$ cat config.mk
export PLATFORM = sky130hd
export DESIGN_NAME = muldiv_unit
export DESIGN_NICKNAME = d
export VERILOG_FILES = /design/src/rtl/muldiv_unit.sv
export SDC_FILE = /design/constraint.sdc
export NUM_CORES = 1
export LEC_CHECK = 0
export CAP_MARGIN = 25
export CORE_MARGIN = 5
export CORE_UTILIZATION = 45
export DETAILED_ROUTE_END_ITERATION = 12
export HOLD_SLACK_MARGIN = 0.06
export PLACE_DENSITY = 0.66
export SETUP_SLACK_MARGIN = 0.3
export SLEW_MARGIN = 10
export SYNTH_ARGS = -nofsm -noshare
export SYNTH_HDL_FRONTEND = slang
export SYNTH_SLANG_ARGS = --single-unit
export TNS_END_PERCENT = 20
$ cat constraint.sdc
create_clock -name clk -period 10.44 [get_ports clk]
set_clock_uncertainty 0.2 [all_clocks]
set_input_delay 1.044 -clock clk [delete_from_list [all_inputs] [get_ports clk]]
set_output_delay 1.044 -clock clk [all_outputs]
set_load 0.02 [all_outputs]
$ cat src/rtl/muldiv_unit.sv
// Iterative RV32M multiply/divide unit: 32 radix-2 steps, then sign fix-up and register-file write-back.
// Optional MULDIV_EARLY_OUT_EN: trivial cases (div-by-zero, signed overflow, zero multiply operand) finish in one cycle.
module muldiv_unit (
    input  logic        clk,
    input  logic        rst_n,
    input  logic        start,
    input  logic [2:0]  funct3,
    input  logic [31:0] DataA,
    input  logic [31:0] DataB,
    input  logic [4:0]  rd_in,
    output logic        busy,
    output logic        done,
    output logic [4:0]  AddrD,
    output logic [31:0] DataD,
    output logic        RegWEn
);
    typedef enum logic [1:0] {IDLE, CALC, FIX, DONE} state_t;

    state_t      state_reg;
    logic [2:0]  op_reg;
    logic [4:0]  rd_reg;
    logic [4:0]  cnt_reg;
    logic [31:0] hi_reg;
    logic [31:0] lo_reg;
    logic [31:0] opb_reg;
    logic        neg_res_reg;
    logic        neg_rem_reg;
    logic        special_reg;
    logic [31:0] special_val_reg;

    // Operand conditioning at capture time
    logic        is_div, sign_a, sign_b, a_neg, b_neg;
    logic [31:0] mag_a, mag_b;
    logic        div_zero, div_ovf, special_hit;
    logic [31:0] special_val;

    assign is_div   = funct3[2];
    assign sign_a   = (funct3 == 3'b001) || (funct3 == 3'b010) || (funct3 == 3'b100) || (funct3 == 3'b110);
    assign sign_b   = (funct3 == 3'b001) || (funct3 == 3'b100) || (funct3 == 3'b110);
    assign a_neg    = sign_a & DataA[31];
    assign b_neg    = sign_b & DataB[31];
    assign mag_a    = a_neg ? -DataA : DataA;
    assign mag_b    = b_neg ? -DataB : DataB;
    assign div_zero = is_div && (DataB == 32'd0);
    assign div_ovf  = ((funct3 == 3'b100) || (funct3 == 3'b110)) &&
                      (DataA == 32'h8000_0000) && (DataB == 32'hFFFF_FFFF);
    assign special_hit = div_zero | div_ovf;

    // funct3[1] separates REM/REMU from DIV/DIVU within the divide group
    always_comb begin
        special_val = 32'd0;
        if (div_zero)
            special_val = funct3[1] ? DataA : 32'hFFFF_FFFF;
        else if (div_ovf)
            special_val = funct3[1] ? 32'd0 : 32'h8000_0000;
    end

`ifdef MULDIV_EARLY_OUT_EN
    logic early_hit;
    assign early_hit = special_hit | (!is_div && ((DataA == 32'd0) || (DataB == 32'd0)));
`endif

    // One iteration: multiply shifts the {hi,lo} accumulator right, divide shifts it left
    logic [32:0] mul_sum, div_shift, div_trial;
    logic [31:0] hi_next, lo_next;

    always_comb begin
        mul_sum   = {1'b0, hi_reg} + (lo_reg[0] ? {1'b0, opb_reg} : 33'd0);
        div_shift = {hi_reg, lo_reg[31]};
        div_trial = div_shift - {1'b0, opb_reg};
        if (op_reg[2]) begin
            if (!div_trial[32]) begin
                hi_next = div_trial[31:0];
                lo_next = {lo_reg[30:0], 1'b1};
            end else begin
                hi_next = div_shift[31:0];
                lo_next = {lo_reg[30:0], 1'b0};
            end
        end else begin
            hi_next = mul_sum[32:1];
            lo_next = {mul_sum[0], lo_reg[31:1]};
        end
    end

    logic [63:0] prod, prod_fix;
    logic [31:0] quo_fix, rem_fix, result;

    always_comb begin
        prod     = {hi_reg, lo_reg};
        prod_fix = neg_res_reg ? -prod : prod;
        quo_fix  = neg_res_reg ? -lo_reg : lo_reg;
        rem_fix  = neg_rem_reg ? -hi_reg : hi_reg;
        if (special_reg)
            result = special_val_reg;
        else if (op_reg[2])
            result = op_reg[1] ? rem_fix : quo_fix;
        else
            result = (op_reg[1:0] == 2'b00) ? prod_fix[31:0] : prod_fix[63:32];
    end

    always_ff @(posedge clk or negedge rst_n) begin
        if (!rst_n) begin
            state_reg       <= IDLE;
            op_reg          <= 3'd0;
            rd_reg          <= 5'd0;
            cnt_reg         <= 5'd0;
            hi_reg          <= 32'd0;
            lo_reg          <= 32'd0;
            opb_reg         <= 32'd0;
            neg_res_reg     <= 1'b0;
            neg_rem_reg     <= 1'b0;
            special_reg     <= 1'b0;
            special_val_reg <= 32'd0;
            busy            <= 1'b0;
            done            <= 1'b0;
            RegWEn          <= 1'b0;
            DataD           <= 32'd0;
            AddrD           <= 5'd0;
        end else begin
            case (state_reg)
                IDLE: begin
                    if (start) begin
                        op_reg          <= funct3;
                        rd_reg          <= rd_in;
                        cnt_reg         <= 5'd0;
                        hi_reg          <= 32'd0;
                        lo_reg          <= is_div ? mag_a : mag_b;
                        opb_reg         <= is_div ? mag_b : mag_a;
                        neg_res_reg     <= a_neg ^ b_neg;
                        neg_rem_reg     <= a_neg;
                        special_reg     <= special_hit;
                        special_val_reg <= special_val;
                        busy            <= 1'b1;
`ifdef MULDIV_EARLY_OUT_EN
                        if (early_hit) begin
                            DataD     <= special_val;
                            AddrD     <= rd_in;
                            done      <= 1'b1;
                            RegWEn    <= (rd_in != 5'd0);
                            state_reg <= DONE;
                        end else begin
                            state_reg <= CALC;
                        end
`else
                        state_reg <= CALC;
`endif
                    end
                end
                CALC: begin
                    hi_reg  <= hi_next;
                    lo_reg  <= lo_next;
                    cnt_reg <= cnt_reg + 5'd1;
                    if (cnt_reg == 5'd31)
                        state_reg <= FIX;
                end
                FIX: begin
                    DataD     <= result;
                    AddrD     <= rd_reg;
                    done      <= 1'b1;
                    RegWEn    <= (rd_reg != 5'd0);
                    state_reg <= DONE;
                end
                DONE: begin
                    done      <= 1'b0;
                    RegWEn    <= 1'b0;
                    busy      <= 1'b0;
                    state_reg <= IDLE;
                end
                default: state_reg <= IDLE;
            endcase
        end
    end
endmodule

==> impl_metrics.yaml <==
setup_path:
  start_kind: "flop"
  path_class: "reg2reg"
  cp_max_fo: 18
  cpPeakStageDelay_ns: 0.65
  r2r_start: "lo_reg[0]"
  reg2reg_depth: 14
  slowest_stage: "a2111oi_0"
  cp.required_ns: 10.54
  worstPathCellList: "inv_1, buf_4, nor2_1, ha_1, and2_1, a2111oi_0, o31ai_1, a211o_1, a221oi_1, o31ai_1, a31oi_1, xnor2_1, a22oi_1, o21ai_0"
  cpMostUsedCell: "o31ai_1"
  crit_start: "lo_reg[0]"
  reg2reg_setup_slack_ns: 5.51
  worstPathArrival_ns: 5.03
  worst_setup_path_end_kind: "flop"
worst_hold_path:
  hold_path_class: "reg2reg"
  worst_hold_startpoint: "cnt_reg[4]"
  min_path_cells: 2
finish:
  instances_no_fill: 2569
  postLayoutCellArea_um2: 18100
  final_nets: 2247
  drive_gt1_frac: 0.0579
  fillers: 3437
  syn2layout_area_growth_pct: 12.1
  diodes: 0
die:
  io-pin-count: 115
  rows: 69
  design.core.area_um2: 35600
  start_util: 0.455
  die-area_um2: 39900
  die_x_um: 200
  fp.dieH_um: 200
sta:
  rsz0062_at_grt: "false"
  fin_crit_ns: 4.93
  max_freq_ghz: 0.203
  setup_tns_ns: 0
  fin_crit_sh: 0.472
  tightest_slew_ns: 1.04
  slew_viol_final: 0
  holdWs_ns: 0.283
  final-setup-viol-count: 0
  slew_headroom: 0.302
  hold_viol: 0
synthesis:
  synth-async-reset-ratio: 1.00
  yosys.area.top_type: "dfrtp_1"
  synth-edff-count: 0
  syn-num-nets: 2234
  ys_seq_elements: 186
  synthTopCellsByArea: "dfrtp_1 29%, o21ai_0 6.7%, a21oi_1 6.4%"
  yosysWarnings: 0
  ys.flop_type: "dfrtp_1"
  synth_top_area_share: 0.288
  netlist_instances: 2082
  synth_cell_types: 76
  synthTopCellsByCount: "217 x o21ai_0, 212 x nand2_1, 206 x a21oi_1, 200 x nor2_1, 186 x dfrtp_1"
  synth_most_common_cell: "o21ai_0"
  synthesis.area_um2: 16200
  syn_avg_cell_area_um2: 7.78
  seq_area_frac_synth: 0.288
clock_network:
  post-cts-setup-buffers: 0
  postCtsHoldBufs: 0
  clock_latency_ns: 0.47
  htree_levels: 4
  clkTransAtPathRegs_ns: 0.08
  cts_resized: 0
  cts.sink_count: 186
  clk_path_buf_depth: 2
  cts_root_buf: "clkbuf_16"
  cts_made_buffers: 17
  cts_tree: "built"
routing:
  wl_per_cell_um: 23.0
  drc_errors: 0
  ant_nets: 0
  first_pass_iters: 6
  drt_first_iter_violations: 1756
  viasPerCell: 6.28
  vias: 16100
  wl_um: 59100
placed_design:
  post-place-cells: 2537
  portBuffers: 114
  placed_area_um2: 17500
  gp_congestion: 0.954
  hpwl_um: 45000
grt:
  gr-usage-all-layers: 0.292
  grt_max_degree: 102
  grt_first_pass_wirelength_um: 90400
  grt_pass1_vias: 15000
  antenna_found_initial: 0
  gr-total-overflow: 0
power:
  finalPower_mw: 6.66
  irDropWorstVdd_v: 0.000319
  leakage_nw: 7.47
  p_per_area_nw_per_um2: 367
flow_run:
  maxCapViolations: 0
status:
  status: "completed"
==> final timing paths <==
| check | end |
|---|---|
| max in group asynchronous | op_reg[2] |
| setup / recovery | hi_reg[28] |
| hold reg to reg | cnt_reg[4] |
| hold / removal | cnt_reg[4] |
| setup reg to reg | hi_reg[28] |
| min in group asynchronous | DataD[24] |
==> cell type report <==
type                       instances  area, um^2  share of cell area
sequential                       186        4660               0.257
multi-input combinational       1688       10800               0.593
clock buffer                      17         425              0.0234
clock inverter                    15         179             0.00986
tap                              461         577              0.0318
inverter                          68         255              0.0141
timing repair buffer             134        1290              0.0711
==> layer usage <==
layer,part of all wire,vias to the layer above,track usage,wire (um)
met5,0,-,0,0
met3,0.083,121,0.0585,4920
met1,0.43,7760,0.412,25400
met2,0.44,732,0.441,26200
met4,0.044,0,0.114,2590
li1,-,7532,-,-
==> cell families (layout without fill, tap and decap cells) <==
family / after synthesis / in the layout / share of synthesized area
DFF: 186 / 186 / 0.288
adders and majority gates: 77 / 77 / 0.0604
AOI/OAI and AO/OA: 694 / 694 / 0.264
xor gates and xnor gates: 189 / 189 / 0.102
buffers and inverters: 208 / 234 / 0.0495
muxes: 72 / 72 / 0.0471
and+or+nand+nor: 656 / 656 / 0.189
==> layout by cell type (no fill, tap or decap), types with 39 or more instances in the layout <==
| master | synthesis | layout |
|---|---|---|
| mux2i_1 | 39 | 39 |
| xor2_1 | 77 | 76 |
| xnor2_1 | 112 | 112 |
| nand2_1 | 212 | 211 |
| clkdlybuf4s50_1 | 0 | 112 |
| inv_1 | 65 | 65 |
| nor2b_1 | 39 | 39 |
| nor2_1 | 200 | 200 |
| dfrtp_1 | 186 | 184 |
| nor3_1 | 46 | 46 |
| o21ai_0 | 217 | 217 |
| ha_1 | 75 | 75 |
| a21oi_1 | 206 | 206 |
==> metrics by stage <==
stage	utilization	setup slack (ns)
global placement	0.493	5.80
detailed placement	0.493	5.67
global route	0.510	5.18
CTS	0.510	5.67
finish	0.510	5.51
floorplan	-	6.46
==> worst max-delay path: cells and delay by family (launching register included) <==
kind / cells / cell delay [ns]
AO/OA/AOI/OAI: 8 / 2.47
AND/OR/NAND/NOR: 2 / 0.26
XOR/XNOR: 1 / 0.08
adder cells (fa/ha/maj): 1 / 0.36
flip-flops: 1 / 0.46
buffers and inverters: 2 / 0.95
==> power by group <==
part,total (mW),internal [mW],switching [mW]
Clock,0.699,0.345,0.355
Combinational,4.51,1.74,2.77
Sequential,1.45,0.995,0.453
Total,6.66,3.08,3.58
Power figures use the tool's default switching activity.
